**src/rtl/an_encoder_seq_30bits_if.sv**
```systemverilog
// Handshake bundle for the AN-code product encoder: input word channel,
// output codeword channel and status. The optional self-check flag exists
// only when ANENC_SELFCHECK_EN is defined.
interface an_encoder_seq_30bits_if #(
  parameter int unsigned DATA_W = 30,
  parameter int unsigned CODE_W = 41
);

  logic              in_valid;
  logic              in_ready;
  logic [DATA_W-1:0] in_data;
  logic              out_valid;
  logic              out_ready;
  logic [CODE_W-1:0] out_code;
  logic              busy;

`ifdef ANENC_SELFCHECK_EN
  logic              chk_err;

  // Producer/consumer side of the encoder.
  modport master (
    output in_valid, in_data, out_ready,
    input  in_ready, out_valid, out_code, busy, chk_err
  );

  // Encoder side.
  modport slave (
    input  in_valid, in_data, out_ready,
    output in_ready, out_valid, out_code, busy, chk_err
  );
`else
  // Producer/consumer side of the encoder.
  modport master (
    output in_valid, in_data, out_ready,
    input  in_ready, out_valid, out_code, busy
  );

  // Encoder side.
  modport slave (
    input  in_valid, in_data, out_ready,
    output in_ready, out_valid, out_code, busy
  );
`endif

endinterface

```
**src/rtl/an_encoder_seq_30bits.sv**
```systemverilog
// Sequential AN-code encoder: codeword = N * A, computed LSB-first with one
// shift-and-add per cycle over the A_W bits of A. One word in flight at a time.
// Optional feature macro: ANENC_SELFCHECK_EN adds a mod-A residue checker on
// the final sum and drives chk_err throughout DONE if the residue is nonzero.
module an_encoder_seq_30bits #(
  parameter int unsigned DATA_W = 30,
  parameter int unsigned A      = 83,
  parameter int unsigned A_W    = 7,
  parameter int unsigned CODE_W = 41
) (
  input  logic clk,
  input  logic rst,
  an_encoder_seq_30bits_if.slave enc_if
);

  // Iteration counter width and a power-of-two padded copy of A so the
  // counter can index it without running past the vector.
  localparam int unsigned CNT_W    = (A_W > 1) ? $clog2(A_W) : 1;
  localparam int unsigned A_BITS_W = 1 << CNT_W;
  localparam logic [A_BITS_W-1:0] A_BITS   = A_BITS_W'(A);
  localparam logic [CNT_W-1:0]    CNT_LAST = CNT_W'(A_W - 1);

  typedef enum logic [1:0] {
    ST_IDLE = 2'd0,
    ST_MUL  = 2'd1,
    ST_DONE = 2'd2
  } state_t;

  state_t            state_q;
  logic [CODE_W-1:0] mcand_q;
  logic [CODE_W-1:0] acc_q;
  logic [CNT_W-1:0]  cnt_q;
  logic [CODE_W-1:0] out_code_q;
  logic              in_ready_q;
  logic              out_valid_q;
  logic              busy_q;

  logic [CODE_W-1:0] partial_d;
  logic [CODE_W-1:0] acc_d;

  // Partial product for the current bit of A and the running sum after it.
  always_comb begin
    partial_d = '0;
    if (A_BITS[cnt_q]) begin
      partial_d = mcand_q << cnt_q;
    end
    acc_d = acc_q + partial_d;
  end

`ifdef ANENC_SELFCHECK_EN
  logic             chk_err_q;
  logic [A_W-1:0]   residue_d;

  // Bit-serial long division by A: remainder of v mod A.
  function automatic logic [A_W-1:0] residue_mod_a(input logic [CODE_W-1:0] v);
    logic [A_W:0] r;
    r = '0;
    for (int i = int'(CODE_W) - 1; i >= 0; i--) begin
      r = {r[A_W-1:0], v[i]};
      if (r >= (A_W+1)'(A)) begin
        r = r - (A_W+1)'(A);
      end
    end
    return r[A_W-1:0];
  endfunction

  // Residue of the sum that will become the codeword.
  always_comb begin
    residue_d = residue_mod_a(acc_d);
  end
`endif

  // Control FSM and datapath registers; all outputs are registered here.
  always_ff @(posedge clk or posedge rst) begin
    if (rst) begin
      state_q     <= ST_IDLE;
      mcand_q     <= '0;
      acc_q       <= '0;
      cnt_q       <= '0;
      out_code_q  <= '0;
      in_ready_q  <= 1'b1;
      out_valid_q <= 1'b0;
      busy_q      <= 1'b0;
`ifdef ANENC_SELFCHECK_EN
      chk_err_q   <= 1'b0;
`endif
    end else begin
      case (state_q)
        ST_IDLE: begin
          if (enc_if.in_valid) begin
            mcand_q    <= CODE_W'(enc_if.in_data);
            acc_q      <= '0;
            cnt_q      <= '0;
            in_ready_q <= 1'b0;
            busy_q     <= 1'b1;
            state_q    <= ST_MUL;
          end
        end

        ST_MUL: begin
          acc_q <= acc_d;
          cnt_q <= cnt_q + CNT_W'(1);
          if (cnt_q == CNT_LAST) begin
            out_code_q  <= acc_d;
            out_valid_q <= 1'b1;
            state_q     <= ST_DONE;
`ifdef ANENC_SELFCHECK_EN
            chk_err_q   <= (residue_d != '0);
`endif
          end
        end

        ST_DONE: begin
          // Codeword held until taken; no new word accepted on this edge.
          if (enc_if.out_ready) begin
            out_valid_q <= 1'b0;
            in_ready_q  <= 1'b1;
            busy_q      <= 1'b0;
            state_q     <= ST_IDLE;
`ifdef ANENC_SELFCHECK_EN
            chk_err_q   <= 1'b0;
`endif
          end
        end

        default: begin
          state_q     <= ST_IDLE;
          in_ready_q  <= 1'b1;
          out_valid_q <= 1'b0;
          busy_q      <= 1'b0;
        end
      endcase
    end
  end

  assign enc_if.in_ready  = in_ready_q;
  assign enc_if.out_valid = out_valid_q;
  assign enc_if.out_code  = out_code_q;
  assign enc_if.busy      = busy_q;
`ifdef ANENC_SELFCHECK_EN
  assign enc_if.chk_err   = chk_err_q;
`endif

endmodule

```
**src/flat_wrapper.sv**
```systemverilog
// flat-port wrapper written by rule: the top's interface ports become plain ports
module an_encoder_seq_30bits_flat 
#(
  parameter int unsigned DATA_W = 30,
  parameter int unsigned A      = 83,
  parameter int unsigned A_W    = 7,
  parameter int unsigned CODE_W = 41
)
  (clk, rst, enc_if_in_valid, enc_if_in_data, enc_if_out_ready, enc_if_in_ready, enc_if_out_valid, enc_if_out_code, enc_if_busy);
  an_encoder_seq_30bits_if #(.DATA_W(DATA_W), .CODE_W(CODE_W)) enc_if_i ();
  input  logic clk;
  input  logic rst;
  input wire logic [$bits(enc_if_i.in_valid)-1:0] enc_if_in_valid;
  input wire logic [$bits(enc_if_i.in_data)-1:0] enc_if_in_data;
  input wire logic [$bits(enc_if_i.out_ready)-1:0] enc_if_out_ready;
  output wire logic [$bits(enc_if_i.in_ready)-1:0] enc_if_in_ready;
  output wire logic [$bits(enc_if_i.out_valid)-1:0] enc_if_out_valid;
  output wire logic [$bits(enc_if_i.out_code)-1:0] enc_if_out_code;
  output wire logic [$bits(enc_if_i.busy)-1:0] enc_if_busy;
  assign enc_if_i.in_valid = enc_if_in_valid;
  assign enc_if_i.in_data = enc_if_in_data;
  assign enc_if_i.out_ready = enc_if_out_ready;
  assign enc_if_in_ready = enc_if_i.in_ready;
  assign enc_if_out_valid = enc_if_i.out_valid;
  assign enc_if_out_code = enc_if_i.out_code;
  assign enc_if_busy = enc_if_i.busy;
  an_encoder_seq_30bits #(.DATA_W(DATA_W), .A(A), .A_W(A_W), .CODE_W(CODE_W)) u_core (.clk(clk), .rst(rst), .enc_if(enc_if_i));
endmodule
```
**config.mk**
```make
export PLATFORM = sky130hd
export DESIGN_NAME = an_encoder_seq_30bits_flat
export DESIGN_NICKNAME = d
export VERILOG_FILES = /design/src/rtl/an_encoder_seq_30bits_if.sv /design/src/rtl/an_encoder_seq_30bits.sv /design/src/flat_wrapper.sv
export SDC_FILE = /design/constraint.sdc
export NUM_CORES = 1
export LEC_CHECK = 0
export CORE_ASPECT_RATIO = 0.8
export CORE_MARGIN = 3
export CORE_UTILIZATION = 45
export DETAILED_ROUTE_END_ITERATION = 6
export PLACE_DENSITY = 0.68
export SETUP_SLACK_MARGIN = 0.3
export SLEW_MARGIN = 20
export SYNTH_ARGS = -nofsm -noshare
export SYNTH_HDL_FRONTEND = slang
export SYNTH_SLANG_ARGS = --single-unit
```
**constraint.sdc**
```tcl
create_clock -name clk -period 4.8 [get_ports clk]
set_clock_uncertainty 0.1 [all_clocks]
set_input_delay 1.2 -clock clk [delete_from_list [all_inputs] [get_ports clk]]
set_output_delay 1.2 -clock clk [all_outputs]
set_load 0.01 [all_outputs]
```
Word-level counts from Yosys, hierarchy flattened
Memories as Yosys holds them, arrays and structs flattened.
Index checks and enable logic that the tools add are counted.
{ "word_totals": {"reg_bits": 120, "romBits": 8, "input_bits": 34, "output_inout_bits": 44, "elab_cells": 47, "memories": 1} }
{ "mem_list": {"columns": ["memory", "words", "word_bits", "read_ports", "rd_ports_with_merged_regs", "wr", "line", "rtl"], "rows": [
  ["(name not given)", 8, 1, 1, 0, 0, "an_encoder_seq_30bits.sv:44", "if (A_BITS[cnt_q]) begin"]
]} }
{ "classes": {"addsub": 2, "n_lt_le_gt_ge": 1, "eq_ne": 6, "n_shift": 1, "n_mux": 18, "n_bitwise": 2, "reduce_logical": 8} }
{ "op_table": {"columns": ["cell", "n"], "rows": [
  ["$mux 41", 2],
  ["$pmux 41 s2", 1],
  ["$add 41x41->41", 1],
  ["$shl 30x3->41", 1],
  ["$pmux 1 s3", 3],
  ["$reduce_and 3->1", 3],
  ["$mux 1", 6],
  ["$mux 2", 3],
  ["$pmux 2 s3", 1],
  ["$pmux 3 s2", 1],
  ["$reduce_and 2->1", 3],
  ["$lt 3x4->1 const B", 1],
  ["$ne 2x2->1 const B", 2],
  ["$add 3x1->3 const B", 1],
  ["$eq 3x3->1 const B", 1],
  ["$mux 3", 1],
  ["$eq 2x1->1 const B", 1],
  ["$eq 2x2->1 const B", 1],
  ["$logic_not 2->1", 1],
  ["$ne 2x1->1 const B", 1],
  ["$not 1->1", 2],
  ["$reduce_bool 2->1", 1]
]} }

Logic depth before layout (Yosys ltp)
{ "logic_depth": {"ltp_word": 5, "depth_mapped": 16} }

Least setup slack after synthesis
OpenSTA, ideal clock, no wires.
{ "synth_timing": {"kind": "flip-flop to flip-flop", "start": "register u_core.cnt_q[1]", "end": "register u_core.acc_q[39]", "setup_ns": 0.069, "arrival_ns": 3.569, "path_slack_ns": 1.062, "stages_incl_launch_ff": 16, "synth_period_minus_slack_ns": 3.738, "cell_sequence": "dfrtp_1 -> clkbuf_1 -> buf_1 -> mux2i_1 -> o22ai_1 -> ha_1 -> buf_2 -> nand4_1 -> nor2_2 -> a211oi_1 -> a21oi_2 -> a41oi_4 -> o41ai_4 -> a31oi_2 -> or4_1 -> nand3_1"} }
{ "synth_via": {"elab_chain_cells": 5} }
{ "synth_lines": {"columns": ["item", "line", "rtl"], "rows": [
  ["start, declared", "an_encoder_seq_30bits.sv:32", "logic [CNT_W-1:0] cnt_q;"],
  ["start signal, assigned", "an_encoder_seq_30bits.sv:102", "cnt_q <= cnt_q + CNT_W'(1);"],
  ["$mem_v2 8x1", null, null],
  ["$mux 1 (not written as such)", "an_encoder_seq_30bits.sv:44", null],
  ["$mux 41 *", "an_encoder_seq_30bits.sv:44", null],
  ["$add 41x41->41 *", "an_encoder_seq_30bits.sv:47", "acc_d = acc_q + partial_d;"],
  ["$pmux 41 s2 *", "an_encoder_seq_30bits.sv:88", "case (state_q)"],
  ["end signal, assigned", "an_encoder_seq_30bits.sv:78", "acc_q <= '0;"],
  ["end signal, assigned", "an_encoder_seq_30bits.sv:92", "acc_q <= '0;"],
  ["end signal, assigned", "an_encoder_seq_30bits.sv:101", "acc_q <= acc_d;"],
  ["end, declared", "an_encoder_seq_30bits.sv:31", "logic [CODE_W-1:0] acc_q;"]
]} }
Mark *: on every way between the ends. The rest lies on a longest branch, timed or not. The select of a mux whose other input is x is not followed.
A chain may end at the register's enable or synchronous reset.

Final worst setup path
{ "layout_timing": {"start": "register u_core.cnt_q[0]", "end": "register u_core.acc_q[39]"} }
Same word-level chain as after synthesis.

==> flow_metrics.env <==
export IMPL_status="finished, final reports clean"
export IMPL_worst_pin_slew_ps=755
export IMPL_post_synth_num_cell_types=58
export IMPL_die_w_um=150
export IMPL_drive_gt1_frac=0.105
export IMPL_first_global_vias=5722
export IMPL_finalSetupViolCount=0
export IMPL_cts_buffers=17
export IMPL_via_per_inst=5.73
export IMPL_cts_tree="done"
export IMPL_cts_num_sinks=120
export IMPL_synth_flop_cell="dfrtp_1"
export IMPL_gp_congestion=0.890
export IMPL_hold_path_class="register to register"
export IMPL_fin_crit_ps=4210
export IMPL_grt_pass1_wl_mm=30.5
export IMPL_wl_per_cell_um=17.2
export IMPL_die_h_um=121
export IMPL_arrival_ps=4460
export IMPL_syn_nets=881
export IMPL_path_delay_family="simple AND/OR/NAND/NOR gates"
export IMPL_cp_slowest_cell="dfrtp_1"
export IMPL_slew_headroom=0.495
export IMPL_crit_path_max_incr_delay_ps=610
export IMPL_met2_usage=0.284
export IMPL_yosysSeqAreaShare=0.403
export IMPL_synth_area_um2=7450
export IMPL_worstRegToRegCells=14
export IMPL_ios=78
export IMPL_final_antenna_net_count=0
export IMPL_design_core_area_um2=16000
export IMPL_rsz0062_at_grt="no"
export IMPL_cp_max_fo=14
export IMPL_post_cts_setup_buffers=0
export IMPL_post_route_period_util=0.878
export IMPL_antenna_cells=0
export IMPL_met3_usage=0.0497
export IMPL_timing_max_cap_violations=0
export IMPL_hold_viol=0
export IMPL_drtPass1Iterations=5
export IMPL_min_path_cells=2
export IMPL_cp_start_kind="register"
export IMPL_grtUsageMet1=0.342
export IMPL_grtUsageTotal=0.213
export IMPL_vias=6274
export IMPL_multi_input_area_um2=4220
export IMPL_clock_latency_ps=420
export IMPL_grt_max_degree=67
export IMPL_drt_iter0_markers=682
export IMPL_die_area_um2=18100
export IMPL_hpwlAfterDp_mm=13.5
export IMPL_cp_end_kind="register"
export IMPL_path_cells="inv_1 > nand2_1 > buf_4 > o22ai_1 > ha_1 > nand4_1 > nor2_2 > a211oi_1 > a21oi_2 > a41oi_4 > o41ai_4 > a31oi_2 > or4_1 > nand3_1"
export IMPL_drv_slew=0
export IMPL_path_clk_slew_ps=60
export IMPL_h_tree_depth=4
export IMPL_initial_core_util=0.465
export IMPL_antenna_found_initial=0
export IMPL_required_ps=5050
export IMPL_rows=41
export IMPL_clockRootBuffer="clkbuf_16"
export IMPL_synth_edff_count=0
export IMPL_cp_num_buf_inv=2
export IMPL_nFillCells=1450
export IMPL_tns_ps=0
export IMPL_critPathKind="register to register"
export IMPL_seq_area_um2=3000
export IMPL_clock_path_buffers=2
export IMPL_final_area_um2=9080
export IMPL_ys_ff_latch=120
export IMPL_synthToLayoutAreaGrowth_pct=21.9
export IMPL_syn_avg_cell_area_um2=9.23
export IMPL_postPlaceCellArea_um2=8430
export IMPL_cts_hold_buffers=0
export IMPL_nNetsFinal=940
export IMPL_io_buffers=77
export IMPL_synthCells=807
export IMPL_cts_repair_resized=0
export IMPL_async_flop_share=1.00
export IMPL_grt_overflow=0
export IMPL_yosys_warnings=0
export IMPL_grt_busiest_layer="met1"
export IMPL_cp_num_cells=14
export IMPL_layout_common_cells="nand2_1 (128), dfrtp_1 (119), clkdlybuf4s50_1 (77)"
export IMPL_drcViolationCount=0
export IMPL_fmaxAchievable_mhz=237
export IMPL_final_common_cell="nand2_1"
export IMPL_routed_wl_mm=18.8
-- cells by family (layout without fill, tap and decap cells) --
logic type / count (synthesis) / in the layout / synth area share
buf+inv: 62 / 134 / 0.0324
mux: 81 / 81 / 0.114
simple gates: 214 / 214 / 0.124
xor+xnor: 37 / 37 / 0.0435
other cells: 1 / 1 / 0.000503
compound gates: 252 / 252 / 0.215
flops: 120 / 120 / 0.403
fa+ha+maj: 40 / 40 / 0.0682
-- path summary, 6_finish.rpt --
check,endpoint,from,slack (ps)
min in group asynchronous,u_core.enc_if.out_code[16]$_DFFE_PP0P_,rst,980
max in group asynchronous,u_core.acc_q[32]$_DFFE_PP0P_,rst,2800
worst max register to register,u_core.acc_q[39]$_DFFE_PP0P_,u_core.cnt_q[0]$_DFFE_PP0P_,590
worst min register to register,u_core.enc_if.out_code[15]$_DFFE_PP0P_,u_core.enc_if.out_code[15]$_DFFE_PP0P_,370
worst max-delay path,u_core.acc_q[39]$_DFFE_PP0P_,u_core.cnt_q[0]$_DFFE_PP0P_,590
worst min-delay path,u_core.enc_if.out_code[15]$_DFFE_PP0P_,u_core.enc_if.out_code[15]$_DFFE_PP0P_,370
-- cells in the mapped netlist, types with 11 or more instances --
cell type	n	area [um2]
nand2_1	128	480
dfrtp_1	119	2980
o21ai_0	69	345
o22ai_1	54	338
mux2i_1	51	510
a21oi_1	47	235
ha_1	39	488
clkbuf_1	37	139
nor2_1	32	120
mux2_2	30	338
a21o_1	25	188
xnor2_1	22	193
xor2_1	15	131
inv_1	14	52.6
nand3_1	11	55.1
-- metal layers --
| metal | wire (um) | share of wire |
|---|---|---|
| met5 | 0 | 0 |
| met3 | 1240 | 0.066 |
| met4 | 230 | 0.012 |
| met2 | 7590 | 0.40 |
| met1 | 9760 | 0.52 |
-- metrics by stage --
step / instances / setup WS [ps] / hold slack [ps] / utilization
2_1_floorplan: 807 / 316 / 356 / -
3_3_place_gp: 1062 / 812 / 359 / 0.526
3_5_place_dp: 1062 / 721 / 370 / 0.526
4_1_cts: 1094 / 659 / 382 / 0.567
5_1_grt: 1094 / 337 / 388 / 0.567
6_report: 1094 / 587 / 373 / 0.567
-- worst reg2reg max path, stage by stage (launching register included) --
cell	delay, ps
dfrtp_1	610
inv_1	170
nand2_1	330
buf_4	270
o22ai_1	150
ha_1	470
nand4_1	190
nor2_2	280
a211oi_1	130
a21oi_2	170
a41oi_4	90
o41ai_4	410
a31oi_2	200
or4_1	500
nand3_1	90
-- area by class of cell --
cell class,count,share of cell area
Clock inverter,12,0.0218
Multi-Input combinational cell,625,0.465
Sequential cell,120,0.331
Inverter,14,0.00606
Tap cell,215,0.0296
Clock buffer,20,0.0503
Timing Repair Buffer,88,0.0967
-- flip-flops by register name, indices dropped and copies added, names as in the netlist --
name / count
u_core.acc_q: 41
u_core.cnt_q: 3
u_core.enc_if.busy: 1
u_core.enc_if.in_ready: 1
u_core.enc_if.out_code: 41
u_core.enc_if.out_valid: 1
u_core.mcand_q: 30
u_core.state_q: 2
Power is not shown: default switching activity piles up to over one toggle a cycle in this logic, so the estimate is an artifact.
